===== src/rtl/filt_mac_pkg.sv =====
// Shared types and constant helpers for the multichannel FIR MAC scheduler.
package filt_mac_pkg;

  typedef enum logic [1:0] {
    ST_IDLE = 2'd0,
    ST_LOAD = 2'd1,
    ST_MAC  = 2'd2,
    ST_DONE = 2'd3
  } state_t;

  // Index width for n items, never below one bit.
  function automatic int unsigned clog2_min1(input int unsigned n);
    int unsigned w;
    w = 0;
    while ((32'd1 << w) < n) w = w + 1;
    if (w == 0) w = 1;
    return w;
  endfunction

  // MAC steps per result: symmetric filters fold tap pairs.
  function automatic int unsigned calc_k(input int unsigned len, input bit symm);
    return symm ? (len + 1) / 2 : len;
  endfunction

  // (a + b) mod m for a, b < m; compare-and-subtract keeps non-power-of-2 wrap exact.
  function automatic int unsigned mod_add(input int unsigned a, input int unsigned b,
                                          input int unsigned m);
    int unsigned s;
    s = a + b;
    if (s >= m) s = s - m;
    return s;
  endfunction

endpackage


===== src/rtl/filt_mac_rr_arb.sv =====
// Combinational round-robin arbiter: first pending channel at or after rr_ptr.
module filt_mac_rr_arb
  import filt_mac_pkg::*;
#(
  parameter int unsigned gp_num_ch = 2,
  localparam int unsigned ch_w = clog2_min1(gp_num_ch)
) (
  input  logic [gp_num_ch-1:0] pending,
  input  logic [ch_w-1:0]      rr_ptr,
  output logic [ch_w-1:0]      grant,
  output logic                 grant_vld
);

  logic [31:0] pend_ext;
  logic [31:0] idx;

  always_comb begin
    grant     = '0;
    grant_vld = 1'b0;
    idx       = '0;
    pend_ext  = 32'(pending);
    for (int unsigned i = 0; i < gp_num_ch; i++) begin
      idx = mod_add(32'(rr_ptr), i, gp_num_ch);
      if (!grant_vld && pend_ext[idx[4:0]]) begin
        grant     = ch_w'(idx);
        grant_vld = 1'b1;
      end
    end
  end

endmodule


===== src/rtl/filt_mac_sched.sv =====
// Time-shares one serial FIR MAC between channels: request tracking, round-robin
// service, per-channel circular delay-line heads and MAC address/strobe sequencing.
module filt_mac_sched
  import filt_mac_pkg::*;
#(
  parameter int unsigned gp_num_ch       = 2,
  parameter int unsigned gp_coeff_length = 16,
  parameter int unsigned gp_symm         = 1,
  localparam int unsigned ch_w   = clog2_min1(gp_num_ch),
  localparam int unsigned addr_w = clog2_min1(gp_coeff_length),
  localparam int unsigned k_len  = calc_k(gp_coeff_length, gp_symm != 0),
  localparam int unsigned k_w    = clog2_min1(k_len)
) (
  input  logic                 i_clk,
  input  logic                 i_rst,
  input  logic                 i_ena,
  input  logic [gp_num_ch-1:0] i_smp_vld,
  output logic [ch_w-1:0]      o_ch,
  output logic                 o_wr_en,
  output logic [addr_w-1:0]    o_wr_addr,
  output logic [addr_w-1:0]    o_rd_addr_a,
  output logic [addr_w-1:0]    o_rd_addr_b,
  output logic [k_w-1:0]       o_coeff_addr,
  output logic                 o_acc_clr,
  output logic                 o_acc_en,
  output logic                 o_fold_en,
  output logic                 o_done,
  output logic [ch_w-1:0]      o_done_ch,
  output logic                 o_busy,
  output logic [gp_num_ch-1:0] o_ovf
);

  localparam int unsigned n_heads = 2 ** ch_w;
  localparam bit          l_odd   = (gp_coeff_length % 2) == 1;

  state_t                 state, state_n;
  logic [k_w-1:0]         kcnt, kcnt_n;
  logic [ch_w-1:0]        cur_ch, cur_ch_n;
  logic [ch_w-1:0]        rr_ptr, rr_ptr_n;
  logic [gp_num_ch-1:0]   pending, pending_n;
  logic [addr_w-1:0]      head [n_heads];
  logic [addr_w-1:0]      head_n [n_heads];

  logic [ch_w-1:0]        ch_n, done_ch_n;
  logic                   wr_en_n, acc_clr_n, acc_en_n, fold_n, done_n, busy_n;
  logic [addr_w-1:0]      wr_addr_n, rd_a_n, rd_b_n;
  logic [k_w-1:0]         coeff_n;
  logic [gp_num_ch-1:0]   ovf_n, clr;
  logic [addr_w-1:0]      new_head, cur_head;
  logic                   last_k;

  logic [ch_w-1:0]        grant;
  logic                   grant_vld;

  filt_mac_rr_arb #(
    .gp_num_ch (gp_num_ch)
  ) u_arb (
    .pending   (pending),
    .rr_ptr    (rr_ptr),
    .grant     (grant),
    .grant_vld (grant_vld)
  );

  // Next-state and registered-output values; strobes default low, addresses hold.
  always_comb begin
    state_n   = state;
    kcnt_n    = kcnt;
    cur_ch_n  = cur_ch;
    rr_ptr_n  = rr_ptr;
    head_n    = head;
    ch_n      = o_ch;
    wr_en_n   = 1'b0;
    wr_addr_n = o_wr_addr;
    rd_a_n    = o_rd_addr_a;
    rd_b_n    = o_rd_addr_b;
    coeff_n   = o_coeff_addr;
    acc_clr_n = 1'b0;
    acc_en_n  = 1'b0;
    fold_n    = o_fold_en;
    done_n    = 1'b0;
    done_ch_n = o_done_ch;
    busy_n    = o_busy;
    clr       = '0;
    new_head  = addr_w'(mod_add(32'(head[grant]), gp_coeff_length - 1, gp_coeff_length));
    cur_head  = head[cur_ch];
    last_k    = (kcnt == k_w'(k_len - 1));

    if (i_ena) begin
      busy_n = (state != ST_IDLE);
      case (state)
        ST_IDLE: begin
          if (|pending) state_n = ST_LOAD;
        end
        ST_LOAD: begin
          if (grant_vld) begin
            cur_ch_n       = grant;
            ch_n           = grant;
            head_n[grant]  = new_head;
            wr_en_n        = 1'b1;
            wr_addr_n      = new_head;
            fold_n         = 1'b0;
            clr            = gp_num_ch'(1) << grant;
            rr_ptr_n       = ch_w'(mod_add(32'(grant), 1, gp_num_ch));
            kcnt_n         = '0;
            state_n        = ST_MAC;
          end else begin
            state_n = ST_IDLE;
          end
        end
        ST_MAC: begin
          acc_en_n  = 1'b1;
          acc_clr_n = (kcnt == '0);
          coeff_n   = kcnt;
          rd_a_n    = addr_w'(mod_add(32'(cur_head), 32'(kcnt), gp_coeff_length));
          rd_b_n    = addr_w'(mod_add(32'(cur_head), gp_coeff_length - 1 - 32'(kcnt),
                                      gp_coeff_length));
          // The middle tap of an odd-length symmetric filter has no partner.
          fold_n    = (gp_symm != 0) && !(l_odd && last_k);
          if (last_k) state_n = ST_DONE;
          else        kcnt_n  = kcnt + k_w'(1);
        end
        ST_DONE: begin
          done_n    = 1'b1;
          done_ch_n = cur_ch;
          fold_n    = 1'b0;
          state_n   = (|pending) ? ST_LOAD : ST_IDLE;
        end
        default: state_n = ST_IDLE;
      endcase
    end

    // A request arriving while its channel is loaded re-arms it without overrun.
    pending_n = (pending & ~clr) | i_smp_vld;
    ovf_n     = o_ovf | (i_smp_vld & pending & ~clr);
  end

  always_ff @(posedge i_clk) begin
    if (i_rst) begin
      state        <= ST_IDLE;
      kcnt         <= '0;
      cur_ch       <= '0;
      rr_ptr       <= '0;
      pending      <= '0;
      head         <= '{default: '0};
      o_ch         <= '0;
      o_wr_en      <= 1'b0;
      o_wr_addr    <= '0;
      o_rd_addr_a  <= '0;
      o_rd_addr_b  <= '0;
      o_coeff_addr <= '0;
      o_acc_clr    <= 1'b0;
      o_acc_en     <= 1'b0;
      o_fold_en    <= 1'b0;
      o_done       <= 1'b0;
      o_done_ch    <= '0;
      o_busy       <= 1'b0;
      o_ovf        <= '0;
    end else begin
      state        <= state_n;
      kcnt         <= kcnt_n;
      cur_ch       <= cur_ch_n;
      rr_ptr       <= rr_ptr_n;
      pending      <= pending_n;
      head         <= head_n;
      o_ch         <= ch_n;
      o_wr_en      <= wr_en_n;
      o_wr_addr    <= wr_addr_n;
      o_rd_addr_a  <= rd_a_n;
      o_rd_addr_b  <= rd_b_n;
      o_coeff_addr <= coeff_n;
      o_acc_clr    <= acc_clr_n;
      o_acc_en     <= acc_en_n;
      o_fold_en    <= fold_n;
      o_done       <= done_n;
      o_done_ch    <= done_ch_n;
      o_busy       <= busy_n;
      o_ovf        <= ovf_n;
    end
  end

endmodule


===== config.mk =====
export PLATFORM = sky130hd
export DESIGN_NAME = filt_mac_sched
export DESIGN_NICKNAME = d
export VERILOG_FILES = /design/src/rtl/filt_mac_pkg.sv /design/src/rtl/filt_mac_rr_arb.sv /design/src/rtl/filt_mac_sched.sv
export SDC_FILE = /design/constraint.sdc
export NUM_CORES = 1
export LEC_CHECK = 0
export CAP_MARGIN = 20
export CORE_UTILIZATION = 55
export CTS_BUF_LIST = sky130_fd_sc_hd__clkbuf_8
export CTS_CLUSTER_DIAMETER = 150
export DETAILED_ROUTE_END_ITERATION = 7
export DONT_BUFFER_PORTS = 1
export PLACE_DENSITY_LB_ADDON = 0.1
export SYNTH_ARGS = -nofsm -noshare
export SYNTH_HDL_FRONTEND = slang
export SYNTH_SLANG_ARGS = --single-unit

===== constraint.sdc =====
create_clock -name i_clk -period 2.18 [get_ports i_clk]
set_input_delay 0.436 -clock i_clk [delete_from_list [all_inputs] [get_ports i_clk]]
set_output_delay 0.436 -clock i_clk [all_outputs]
set_load 0.1 [all_outputs]

=== Word level (Yosys, flattened, before mapping) ===
Index checks and enable logic that the tools add are counted.

* Bits in registers: 41
* Bits of input ports: 5
* Output and inout bits: 25
* Word-level logic and storage cells: 120

* $lt $le $gt $ge: 11
* Shift operators: 1
* Mux-type cells: 39
* Eq/ne operators: 8
* Bitwise logic cells: 11
* $add $sub $neg: 13
* Reduce and logical (&&, ||, !) cells: 18

{| class="wikitable"
|+ Operators by type and width
! cell !! count
|-
| 2-to-1 mux 4 bit || 10
|-
| greater-or-equal comparator 32 x 2 -> 1 bit, second input constant || 1
|-
| greater-or-equal comparator 32 x 5 -> 1 bit, second input constant || 1
|-
| < comparator 5 x 6 -> 1 bit, second input constant || 2
|-
| 2-to-1 mux 1 bit || 12
|-
| 2-to-1 mux 2 bit || 6
|-
| subtractor 4 x 1 -> 4 bit, second input constant || 3
|-
| binary-select mux 1 bit (select 5 bit) || 2
|-
| greater-or-equal comparator 5 bit, second input constant || 2
|-
| 2-to-1 mux 5 bit || 2
|-
| AND reduction 3 bit || 3
|-
| bitwise mux 8 bit || 1
|-
| inequality test 2 bit, second input constant || 4
|-
| case mux 2 bit (4 select lines) || 1
|-
| adder 5 x 5 -> 6 bit || 1
|-
| AND 2 bit || 3
|-
| greater-or-equal comparator 2 bit, second input constant || 3
|-
| 2-to-1 mux 3 bit || 2
|-
| case mux 3 bit (2 select lines) || 1
|-
| OR reduction 3 bit || 2
|-
| adder 4 x 3 -> 5 bit || 1
|-
| adder 4 x 4 -> 5 bit, second input constant || 1
|-
| subtractor 4 x 3 -> 5 bit, first input constant || 1
|-
| subtractor 5 x 2 -> 5 bit, second input constant || 1
|-
| 25 further kinds || 35
|}

=== Logic depth before layout (Yosys ltp) ===
Gate-level depths: netlist of run 1.

* Depth in word-level cells: 16
* Depth in mapped cells: 8
* Gate-level depth less buffers: 7

=== Cells and area by module ===
From an unflattened synthesis of run 1, not the netlist that was laid out.

* Cells, all modules: 214
* Area, all modules: 1924.3 um^2

{| class="wikitable"
|+ Modules (own cells, without submodules)
! module !! cells an instance !! instances !! area each (um^2)
|-
| filt_mac_sched || 211 || 1 || 1906.8
|-
| filt_mac_rr_arb || 3 || 1 || 17.5
|}

=== Worst setup path after synthesis of run 1 ===
OpenSTA, ideal clock, no wires.

* Kind: reg-to-reg
* Start point: reg cur_ch
* End point: reg o_rd_addr_a[3]
* Stages on the path, launching flop included: 9
* Arrival time: 2.554 ns
* Setup slack: -0.449 ns
* Buffers on the path: 1
* Clock period less this slack: 2.629 ns
* Cell sequence: dfxtp_1 > buf_2 > mux2i_1 > inv_1 > ha_1 > nand2b_1 > a21oi_1 > or3_1 > a31oi_1

* Longest elaborated chain between the ends: 7

{| class="wikitable"
|+ Ends and longest elaborated chain
! element !! line !! text
|-
| start, declared || filt_mac_sched.sv:38 || <nowiki>logic [ch_w-1:0] cur_ch, cur_ch_n;</nowiki>
|-
| start signal, assigned || filt_mac_sched.sv:161 || <nowiki>cur_ch <= cur_ch_n;</nowiki>
|-
| inverter 1 -> 2 bit (implied by the code) (*) || filt_mac_sched.sv:85 || <nowiki>cur_head = head[cur_ch];</nowiki>
|-
| 2-to-1 mux 4 bit (implied by the code) (*) (3 in series) || filt_mac_sched.sv:85 ||
|-
| adder 4 x 3 -> 5 bit (*) || filt_mac_pkg.sv:29 || <nowiki>s = a + b;</nowiki>
|-
| subtractor 4 x 1 -> 4 bit / greater-or-equal comparator 5 bit (equally long branches) || filt_mac_pkg.sv:30 || <nowiki>if (s >= m) s = s - m;</nowiki>
|-
| 2-to-1 mux 4 bit (*) || filt_mac_pkg.sv:30 ||
|-
| end signal, assigned || filt_mac_sched.sv:168 || <nowiki>o_rd_addr_a <= rd_a_n;</nowiki>
|-
| end, declared || filt_mac_sched.sv:21 || <nowiki>output logic [addr_w-1:0] o_rd_addr_a,</nowiki>
|}

Every way passes the cells marked *; elsewhere a longest branch is shown, timed or not. The select of a mux whose other input is x is not followed.
A chain may end at the register's enable or synchronous reset.

=== Final worst setup path of run 1 ===
* Start point: reg pending[0]
* End point: reg o_wr_addr[2]

* Longest elaborated chain between the ends: 13

{| class="wikitable"
|+ Ends and longest elaborated chain
! element !! line !! text
|-
| start, declared || filt_mac_sched.sv:40 || <nowiki>logic [gp_num_ch-1:0] pending, pending_n;</nowiki>
|-
| start signal, assigned || filt_mac_sched.sv:163 || <nowiki>pending <= pending_n;</nowiki>
|-
| binary-select mux 1 bit (select 5 bit) || filt_mac_rr_arb.sv:24 || <nowiki>if (!grant_vld && pend_ext[idx[4:0]]) begin</nowiki>
|-
| 2-to-1 mux 1 bit (implied by the code) || filt_mac_rr_arb.sv:24 ||
|-
| 2-to-1 mux 1 bit || filt_mac_rr_arb.sv:24 ||
|-
| zero test 1 bit || filt_mac_rr_arb.sv:24 ||
|-
| logical AND 1 bit || filt_mac_rr_arb.sv:24 ||
|-
| 2-to-1 mux 1 bit || filt_mac_rr_arb.sv:24 ||
|-
| inverter 1 -> 2 bit (implied by the code) || filt_mac_sched.sv:84 || <nowiki>new_head = addr_w'(mod_add(32'(head[grant]), gp_coeff_length - 1, gp_coeff_length));</nowiki>
|-
| 2-to-1 mux 4 bit (implied by the code) (3 in series) || filt_mac_sched.sv:84 ||
|-
| adder 4 x 4 -> 5 bit || filt_mac_pkg.sv:29 ||
|-
| subtractor 4 x 1 -> 4 bit / greater-or-equal comparator 5 bit (equally long branches) || filt_mac_pkg.sv:30 ||
|-
| 2-to-1 mux 4 bit || filt_mac_pkg.sv:30 ||
|-
| end signal, assigned || filt_mac_sched.sv:167 || <nowiki>o_wr_addr <= wr_addr_n;</nowiki>
|-
| end, declared || filt_mac_sched.sv:20 || <nowiki>output logic [addr_w-1:0] o_wr_addr,</nowiki>
|}

Several ways; a longest one is shown, not always the timed one. The select of a mux whose other input is x is not followed.

==> results of run 1 <==
per-layer routing:
layer / up-vias / track usage, %
li1: 820 / -
met1: 755 / 29.8
met2: 50 / 37.0
met3: 4 / 7.35
met4: 0 / 8.57
met5: - / 0
layout make-up:
cell class                 instances  area [um2]  area share (%)
clock buffer                       5        68.8            3.04
clock inverter                     3        65.1            2.88
inverter                           9        33.8            1.49
multi-input combinational        160        1020            45.0
sequential                        41         825            36.4
tap                               46        57.6            2.54
timing repair buffer              26         195            8.63
kinds of logic (layout without fill, tap and decap cells):
group / after synthesis / count (layout) / share of synthesized area [%]
AOI/OAI and AO/OA: 46 / 46 / 15.1
xor gates and xnor gates: 10 / 10 / 4.50
adders and majority gates: 13 / 13 / 9.13
buffers and inverters: 24 / 43 / 5.53
DFF: 41 / 41 / 42.2
muxes: 6 / 6 / 3.15
and+or+nand+nor: 85 / 85 / 20.4
critical path: stages, from the launching register on:
cell and delay, ns:
dfxtp_1 0.48, nand2b_1 0.23, nand2_1 0.23, mux2i_1 0.24
ha_1 0.25, nand2_1 0.07, a2111o_1 0.29, o211ai_1 0.09
power by group through the flow:
stage | Clock [mW] | Combinational (mW) | Sequential, mW
floorplan | 0 | 0.105 | 0.900
global placement | 0 | 0.213 | 0.813
detailed placement | 0 | 0.216 | 0.814
CTS | 0.734 | 0.217 | 0.796
global route | 0.769 | 0.232 | 0.801
finish | 0.719 | 0.218 | 0.796
cell usage after synthesis (2+ instances only):
library cell  count
a211o_1           3
a211oi_1          6
a21oi_1          18
a311o_1           2
a31oi_1           4
and3_1            2
buf_2             4
clkbuf_1          7
dfxtp_1          41
fa_1              2
ha_1             11
inv_1             9
mux2i_1           5
nand2_1          23
nand2b_1          4
nand3_1           9
nand3b_1          2
nand4_1           3
nor2_1           28
nor3_1            5
nor3b_1           2
nor4_1            2
o21ai_0           5
o22ai_1           2
or3_1             2
xnor2_1           4
xor2_1            6
sequential cells by signal, summed over array words and instances, names as in the netlist, named ones only:
register,cells
o_fold_en,1
o_rd_addr_b,4
o_coeff_addr,3
o_done_ch,1
pending,2
o_rd_addr_a,4
o_wr_en,1
o_acc_en,1
head,8
o_wr_addr,4
o_busy,1
o_ovf,2
kcnt,3
cur_ch,1
o_done,1
state,1
o_acc_clr,1
rr_ptr,1
final timing paths:
path,from,endpoint,slack (ns),cells after the start
setup reg to reg,pending[0],o_wr_addr[2],0.23,7
hold reg to reg,o_coeff_addr[2],o_coeff_addr[2],0.45,2
hold / removal,i_rst,cur_ch,0.19,1
setup / recovery,pending[0],o_wr_addr[2],0.23,7
==> results.ini, run 1 <==
[yosys]
synthArstFlopShare_pct=0
synth_edf_count=0
synth_area_leaders=dfxtp_1 (42%), ha_1 (7.1%), nor2_1 (5.4%)
synth_top_cell_by_area=dfxtp_1
syn_inst=225
synth_flop_cell=dfxtp_1
synth_top_area_share_pct=42.2
ys.warnings.count=0
avgSynthCellArea_um2=8.65
ys_ff_latch=41
yosysSeqAreaShare_pct=42.2
synth_area_mm2=0.00195
syn_nets=243
yosysUniqueCellTypes=41

[layout]
drive_gt1_share_pct=15.6
fill_cells=288
fin_area_mm2=0.00226
final_util_pct=67.3
finalNetCount=261
layout_common_cells=dfxtp_1 (40), nor2_1 (28), buf_4 (26)
syn_to_final_growth_pct=16.3
antenna_cells=0
mostFrequentLayoutCell=dfxtp_1
instances_no_fill=290

[place]
placed_area_mm2=0.00213
portBuffers=0
dpl.cell_count=282
finalWeightedCongestion=0.843
dpl_worst_slack_ns=0.321
hpwl_mm=2.78

[job]
max_cap_violations=0

[cts]
cts_hold_buffers=0
cts.repair.resized=0
cts_setup_buffers=0
numCtsBuffers=5
clk_pin_slew_ns=0.08
clock_sinks=41
clkLatencyLatePin_ns=0.30
h-tree-depth=2
cts-root-buf=clkbuf_8
cts_buffer_depth=2
cts_tree=built

[pwr]
p_clk_share_pct=41.5
power_leakage_nw=0.942
p_sw_mw=0.450
finalPower_mw=1.73
switching_share_pct=26.0
combPwrFrac_pct=12.6
ir_worst_vdd_mv=0.595
internal-power_mw=1.28
p_seq_share_pct=46.0
cellPowerDensity_mw_per_mm2=766

[timing]
slew_headroom_pct=66.6
clock.fmax_mhz=514
min_period_ns=1.95
finalSetupViolCount=0
tns_ns=0
rsz0062_at_grt=no
hold_viol=0
finClkSkew_ns=0.00775
period_share_pct=89.3
setup_ws_ns=0.233
tightest_slew_ns=0.500
slew_violations=0
hold_slack_ns=0.192

[detailed_routing]
top_layer=met4
vias=1629
wirelength_met1_mm=1.80
wl_mm=3.91
detail_route.first_pass.iterations=4
wl_met2_mm=1.91
postRouteAntennaNets=0
initialDrtViolationCount=89
met3WireLength_um=181
wl_per_cell_um=13.5
via_per_inst=5.62
drcViolationCount=0

[critical_path]
start_kind=register
crit_path_end_kind=register
cp.arrival_ns=2.17
worstPathRequired_ns=2.40
path_class=register to register
crit_fanout=8

[worst_hold_path]
hp-class=primary input to register

[global_routing]
grt_pass1_wl_mm=6.33
grt_pass1_vias=1412
grt_use_total_pct=23.3
overflow=0
grt_max_degree=44
antenna_found_initial=0

[floorplanning]
die-area_mm2=0.00378
initial_core_util_pct=57.8
ios=30
die_h_um=61.5
coreArea_mm2=0.00336
rows=21
fp.dieW_um=61.5

[status]
status=finished clean

Note: power is estimated with default switching activity, not from simulation.
==> inputs of run 2 (changes only) <==
Settings changed: BUFFER_PORTS_ARGS set to -buffer_cell sky130_fd_sc_hd__buf_4, DONT_BUFFER_PORTS 1 to not set, SETUP_SLACK_MARGIN set to 0.4.
==> results.ini, run 2 (same netlist as run 1, synthesis figures left out) <==
[pwr]
p_sw_mw=0.459  ; was 0.450 mW
cellPowerDensity_mw_per_mm2=648  ; was 766 mW/mm2
p_clk_share_pct=31.0  ; was 41.5%
p_seq_share_pct=52.7  ; was 46.0%
ir_worst_vdd_mv=0.480  ; was 0.595 mV
switching_share_pct=30.3  ; was 26.0%
finalPower_mw=1.51  ; was 1.73 mW
internal-power_mw=1.05  ; was 1.28 mW
power_leakage_nw=0.976  ; was 0.942 nW
combPwrFrac_pct=16.3  ; was 12.6%

[timing]
tns_ns=0  ; unchanged
tightest_slew_ns=0.491  ; was 0.500 ns
finalSetupViolCount=0  ; unchanged
slew_headroom_pct=67.0  ; was 66.6%
slew_violations=0  ; unchanged
clock.fmax_mhz=584  ; was 514 MHz
hold_viol=0  ; unchanged
period_share_pct=78.6  ; was 89.3%
rsz0062_at_grt=no  ; unchanged
min_period_ns=1.71  ; was 1.95 ns
finClkSkew_ns=0.00603  ; was 0.00775 ns

[cts]
clock_sinks=41  ; unchanged
cts_tree=built  ; unchanged
numCtsBuffers=5  ; unchanged
h-tree-depth=2  ; unchanged
cts_buffer_depth=2  ; unchanged
cts_hold_buffers=0  ; unchanged
clk_pin_slew_ns=0.07  ; was 0.08 ns
cts-root-buf=clkbuf_8  ; unchanged
clkLatencyLatePin_ns=0.30  ; about the same

[global_routing]
antenna_found_initial=0  ; unchanged
grt_pass1_wl_mm=6.17  ; was 6.33 mm
grt_use_total_pct=22.7  ; was 23.3%
overflow=0  ; unchanged
grt_max_degree=44  ; unchanged
grt_pass1_vias=1356  ; was 1412

[floorplanning]
die_h_um=61.5  ; unchanged
rows=21  ; unchanged
ios=30  ; unchanged
die-area_mm2=0.00378  ; unchanged
coreArea_mm2=0.00336  ; unchanged
fp.dieW_um=61.5  ; unchanged
initial_core_util_pct=57.8  ; unchanged

[critical_path]
crit_path_end_kind=register  ; unchanged
timing.rr.end=o_rd_addr_a[3]  ; was o_wr_addr[2]
r2r-start=cur_ch  ; was pending[0]
cp_top_family=simple AND/OR/NAND/NOR gates  ; unchanged
path_class=register to register  ; unchanged
slowest_delay_ns=0.40  ; was 0.48 ns
cp_num_buf_inv=1  ; was 0
rr_worst_depth=7  ; unchanged
slowest_stage=dfxtp_4  ; was dfxtp_1
start_kind=register  ; unchanged
crit_fanout=6  ; was 8
r2r_setup_slack_ns=0.47  ; was 0.23 ns
worstPathRequired_ns=2.41  ; was 2.40 ns
cp.arrival_ns=1.94  ; was 2.17 ns
crit_chain=mux2i_4 > inv_2 > ha_4 > nand2b_1 > a21oi_1 > or3_1 > a31oi_1  ; was nand2b_1 > nand2_1 > mux2i_1 > ha_1 > nand2_1 > a2111o_1 > o211ai_1

[layout]
antenna_cells=0  ; unchanged
top_register=head  ; unchanged
mostFrequentLayoutCell=dfxtp_1  ; unchanged
fill_cells=308  ; was 288
finalNetCount=271  ; was 261
drive_gt1_share_pct=23.2  ; was 15.6%
largest_reg_flops=8  ; unchanged
regArea_um2=828  ; was 825 um2
layout_common_cells=dfxtp_1 (37), buf_4 (36), nor2_1 (28)  ; was dfxtp_1 (40), nor2_1 (28), buf_4 (26)
multi_input_area_mm2=0.00107  ; was 0.00102 mm2
syn_to_final_growth_pct=20.1  ; was 16.3%

[worst_hold_path]
min_path_cells=3  ; was 1
hold_path_end=pending[0]  ; was cur_ch
hp-class=primary input to register  ; unchanged
min-delay-start=i_smp_vld[0]  ; was i_rst

[job]
max_cap_violations=0  ; unchanged

[detailed_routing]
drcViolationCount=0  ; unchanged
postRouteAntennaNets=0  ; unchanged
wl_per_cell_um=12.6  ; was 13.5 um
wl_mm=3.77  ; was 3.91 mm
via_per_inst=5.27  ; was 5.62
vias=1581  ; was 1629
detail_route.first_pass.iterations=4  ; unchanged
initialDrtViolationCount=86  ; was 89

[place]
finalWeightedCongestion=0.883  ; was 0.843
hpwl_mm=2.60  ; was 2.78 mm
portBuffers=29  ; was 0

[status]
status=finished clean  ; unchanged

==> run 2: worst reg2reg max path: stages (launching register included) <==
cell,delay (ns)
dfxtp_4,0.40
mux2i_4,0.25
inv_2,0.09
ha_4,0.27
nand2b_1,0.09
a21oi_1,0.08
or3_1,0.34
a31oi_1,0.12
==> run 2: how the worst max path moves through the flow <==
| stage | startpoint | endpoint | slack (ns) | depth (start not counted) |
|---|---|---|---|---|
| global route | cur_ch | o_rd_addr_a[3] | 0.39 | 7 |
| detailed placement | pending[0] | o_wr_addr[2] | 0.34 | 6 |
| global placement | pending[0] | o_wr_addr[2] | 0.37 | 6 |
| floorplan | cur_ch | o_rd_addr_a[3] | 0.24 | 8 |
| finish | cur_ch | o_rd_addr_a[3] | 0.47 | 7 |
| CTS | cur_ch | o_rd_addr_a[3] | 0.40 | 7 |
==> run 2: power groups by stage <==
stage          Sequential (mW)  Combinational, mW  Clock [mW]
3_5_place_dp             0.814              0.242           0
5_1_grt                  0.803              0.266       0.506
2_1_floorplan            0.901              0.108           0
3_3_place_gp             0.814              0.241           0
4_1_cts                  0.797              0.243       0.474
6_report                 0.798              0.247       0.468
==> run 2: layout make-up <==
cell class,count,area share [%]
Multi-Input combinational cell,160,45.6
Tap cell,46,2.46
Sequential cell,41,35.5
Clock inverter,3,0.482
Timing Repair Buffer,36,11.6
Clock buffer,5,2.95
Inverter,9,1.45
==> run 2: routing by layer <==
metal  track usage [%]  vias up  routed length (um)
li1                  -      831                   -
met1              29.8      704                1880
met2              34.2       37                1620
met3              5.88        9                 202
met4              12.4        0                  72
met5                 0        -                   0
==> run 2: through the flow <==
stage               setup slack [ns]  util (%)  hold slack, ns  instance area [um2]  cells
finish                         0.468      69.5           0.353                 2340    300
global route                   0.389      69.5           0.395                 2340    300
CTS                            0.403      68.1           0.354                 2290    296
detailed placement             0.341      65.7           0.447                 2210    288
global placement               0.369      65.7           0.445                 2210    288
floorplan                      0.238         -           0.442                 1990    225
==> run 2: what timing repair did <==
item                                    CTS  global route
endpoints found under the hold margin     0             0
pin swaps                                 0             2
buffers inserted                          0             4
resized for setup                         2             6
endpoints found under the setup margin    2             6
==> inputs of run 3 (changes only) <==
Clock period 2.18 ns to 1.79 ns, I/O delays scaled along.
==> results.ini, run 3 (same netlist as run 1, synthesis figures left out) <==
[status]
status=finished clean  ; unchanged

[floorplanning]
ios=30  ; unchanged
die_h_um=61.5  ; unchanged
die-area_mm2=0.00378  ; unchanged
initial_core_util_pct=57.8  ; unchanged
fp.dieW_um=61.5  ; unchanged
coreArea_mm2=0.00336  ; unchanged
rows=21  ; unchanged

[job]
max_cap_violations=0  ; unchanged

[layout]
final_util_pct=80.2  ; was 69.5%
largest_reg_flops=8  ; unchanged
layout_common_cells=buf_4 (48), dfxtp_1 (33), nor2_1 (26)  ; was dfxtp_1 (37), buf_4 (36), nor2_1 (28)
instances_no_fill=315  ; was 300
syn_to_final_growth_pct=38.6  ; was 20.1%
top_register=head  ; unchanged
antenna_cells=0  ; unchanged
mostFrequentLayoutCell=buf_4  ; was dfxtp_1
drive_gt1_share_pct=40.5  ; was 23.2%
finalNetCount=287  ; was 271

[place]
hpwl_mm=2.80  ; was 2.60 mm
dpl_worst_slack_ns=-0.0434  ; was 0.341 ns
finalWeightedCongestion=0.822  ; was 0.883
portBuffers=29  ; unchanged
dpl.cell_count=293  ; was 288

[cts]
cts_buffer_depth=2  ; unchanged
cts_hold_buffers=0  ; unchanged
clk_pin_slew_ns=0.08  ; was 0.07 ns
clock_sinks=41  ; unchanged
numCtsBuffers=5  ; unchanged
cts_tree=built  ; unchanged
clkLatencyLatePin_ns=0.29  ; was 0.30 ns
h-tree-depth=2  ; unchanged
cts-root-buf=clkbuf_8  ; unchanged

[timing]
finalSetupViolCount=0  ; unchanged
rsz0062_at_grt=yes  ; was no
slew_violations=0  ; unchanged
hold_slack_ns=0.273  ; was 0.353 ns
period_share_pct=98.3  ; was 78.6%
setup_ws_ns=0.0309  ; was 0.468 ns
tightest_slew_ns=0.366  ; was 0.491 ns
min_period_ns=1.76  ; was 1.71 ns
slew_headroom_pct=74.9  ; was 67.0%
hold_viol=0  ; unchanged
finClkSkew_ns=0.00725  ; was 0.00603 ns
clock.fmax_mhz=568  ; was 584 MHz

[detailed_routing]
wl_per_cell_um=15.4  ; was 12.6 um
postRouteAntennaNets=0  ; unchanged
via_per_inst=5.62  ; was 5.27
initialDrtViolationCount=111  ; was 86
drcViolationCount=0  ; unchanged
detail_route.first_pass.iterations=4  ; unchanged
wl_mm=4.84  ; was 3.77 mm
vias=1771  ; was 1581

[critical_path]
timing.rr.end=o_rd_addr_a[2]  ; was o_rd_addr_a[3]
r2r_setup_slack_ns=0.03  ; was 0.47 ns
worstPathRequired_ns=2.00  ; was 2.41 ns
path_class=register to register  ; unchanged
cp.arrival_ns=1.97  ; was 1.94 ns
slowest_delay_ns=0.37  ; was 0.40 ns
crit_fanout=5  ; was 6
slowest_stage=dfxtp_4  ; unchanged
rr_worst_depth=7  ; unchanged
crit_chain=buf_4 > o21ai_4 > ha_4 > inv_1 > fa_2 > xnor2_2 > a211oi_2  ; was mux2i_4 > inv_2 > ha_4 > nand2b_1 > a21oi_1 > or3_1 > a31oi_1
start_kind=register  ; unchanged
r2r-start=cur_ch  ; unchanged
crit_path_end_kind=register  ; unchanged

[global_routing]
antenna_found_initial=0  ; unchanged
grt_pass1_wl_mm=6.70  ; was 6.17 mm
overflow=0  ; unchanged
grt_use_total_pct=24.4  ; was 22.7%
grt_pass1_vias=1446  ; was 1356
grt_max_degree=29  ; was 44

[pwr]
power_leakage_nw=1.10  ; was 0.976 nW
finalPower_mw=1.95  ; was 1.51 mW
cellPowerDensity_mw_per_mm2=724  ; was 648 mW/mm2
ir_worst_vdd_mv=0.560  ; was 0.480 mV

[worst_hold_path]
hp-class=primary input to register  ; unchanged
min_path_cells=3  ; unchanged
min-delay-start=i_smp_vld[1]  ; was i_smp_vld[0]
hold_path_end=pending[1]  ; was pending[0]

## run 3: changes by cell type in the layout (fill, tap and decap cells not counted), moves of 3 or more
cell | before | now
inv_1 | 11 | 6
inv_2 | 1 | 4
dfxtp_1 | 37 | 33
nor3_1 | 5 | 2
ha_1 | 8 | 5
ha_4 | 1 | 5
dfxtp_4 | 1 | 4
buf_4 | 36 | 48
## run 3: repair_timing
item                       4_1_cts  5_1_grt
setup buffers                    9        6
pin swaps                        3       19
resized for setup               15       39
setup endpoints to repair       18       23
## run 3: through the flow
stage,TNS (ns),instance area (um2)
after floorplan,-0.329,2030
after detailed placement,-0.0434,2270
after global placement,0,2270
after CTS,0,2490
after global routing,-0.0234,2700
final,0,2700
## run 3: layout make-up
class | instances | area (um2)
clock buffer | 6 | 82.6
clock inverter | 1 | 3.75
fill | 226 | 666
inverter | 9 | 33.8
multi-input combinational | 160 | 1260
sequential | 41 | 841
tap | 46 | 57.6
timing repair buffer | 52 | 418
## run 3: per-layer routing
layer  global-route usage (%)  up-vias  routed length [um]
li1                         -      871                   -
met1                     32.6      846                2170
met2                     38.4       47                2390
met3                     5.88        7                 209
met4                     9.21        0                  75
met5                        0        -                   0
## run 3: worst max-delay path by stage
stage / startpoint / end / depth (start not counted)
finish: cur_ch / o_rd_addr_a[2] / 7
global route: cur_ch / o_rd_addr_a[3] / 6
CTS: cur_ch / o_rd_addr_a[3] / 7
detailed placement: cur_ch / o_rd_addr_a[2] / 6
global placement: cur_ch / o_rd_addr_a[2] / 6
floorplan: cur_ch / o_rd_addr_a[3] / 8
## run 3: worst max-delay path, delay by kind of cell (launching register included)
kind | cells | cell delay, ns
buf+inv | 2 | 0.21
compound gates | 2 | 0.41
xor+xnor | 1 | 0.15
fa+ha+maj | 2 | 0.54
flops | 1 | 0.37
## run 3: power by group
part / leakage (nW) / switching, mW / internal, mW
logic: 0.716 / 0.255 / 0.126
registers: 0.337 / 0.0293 / 0.938
clock network: 0.0485 / 0.303 / 0.300
total: 1.10 / 0.588 / 1.36
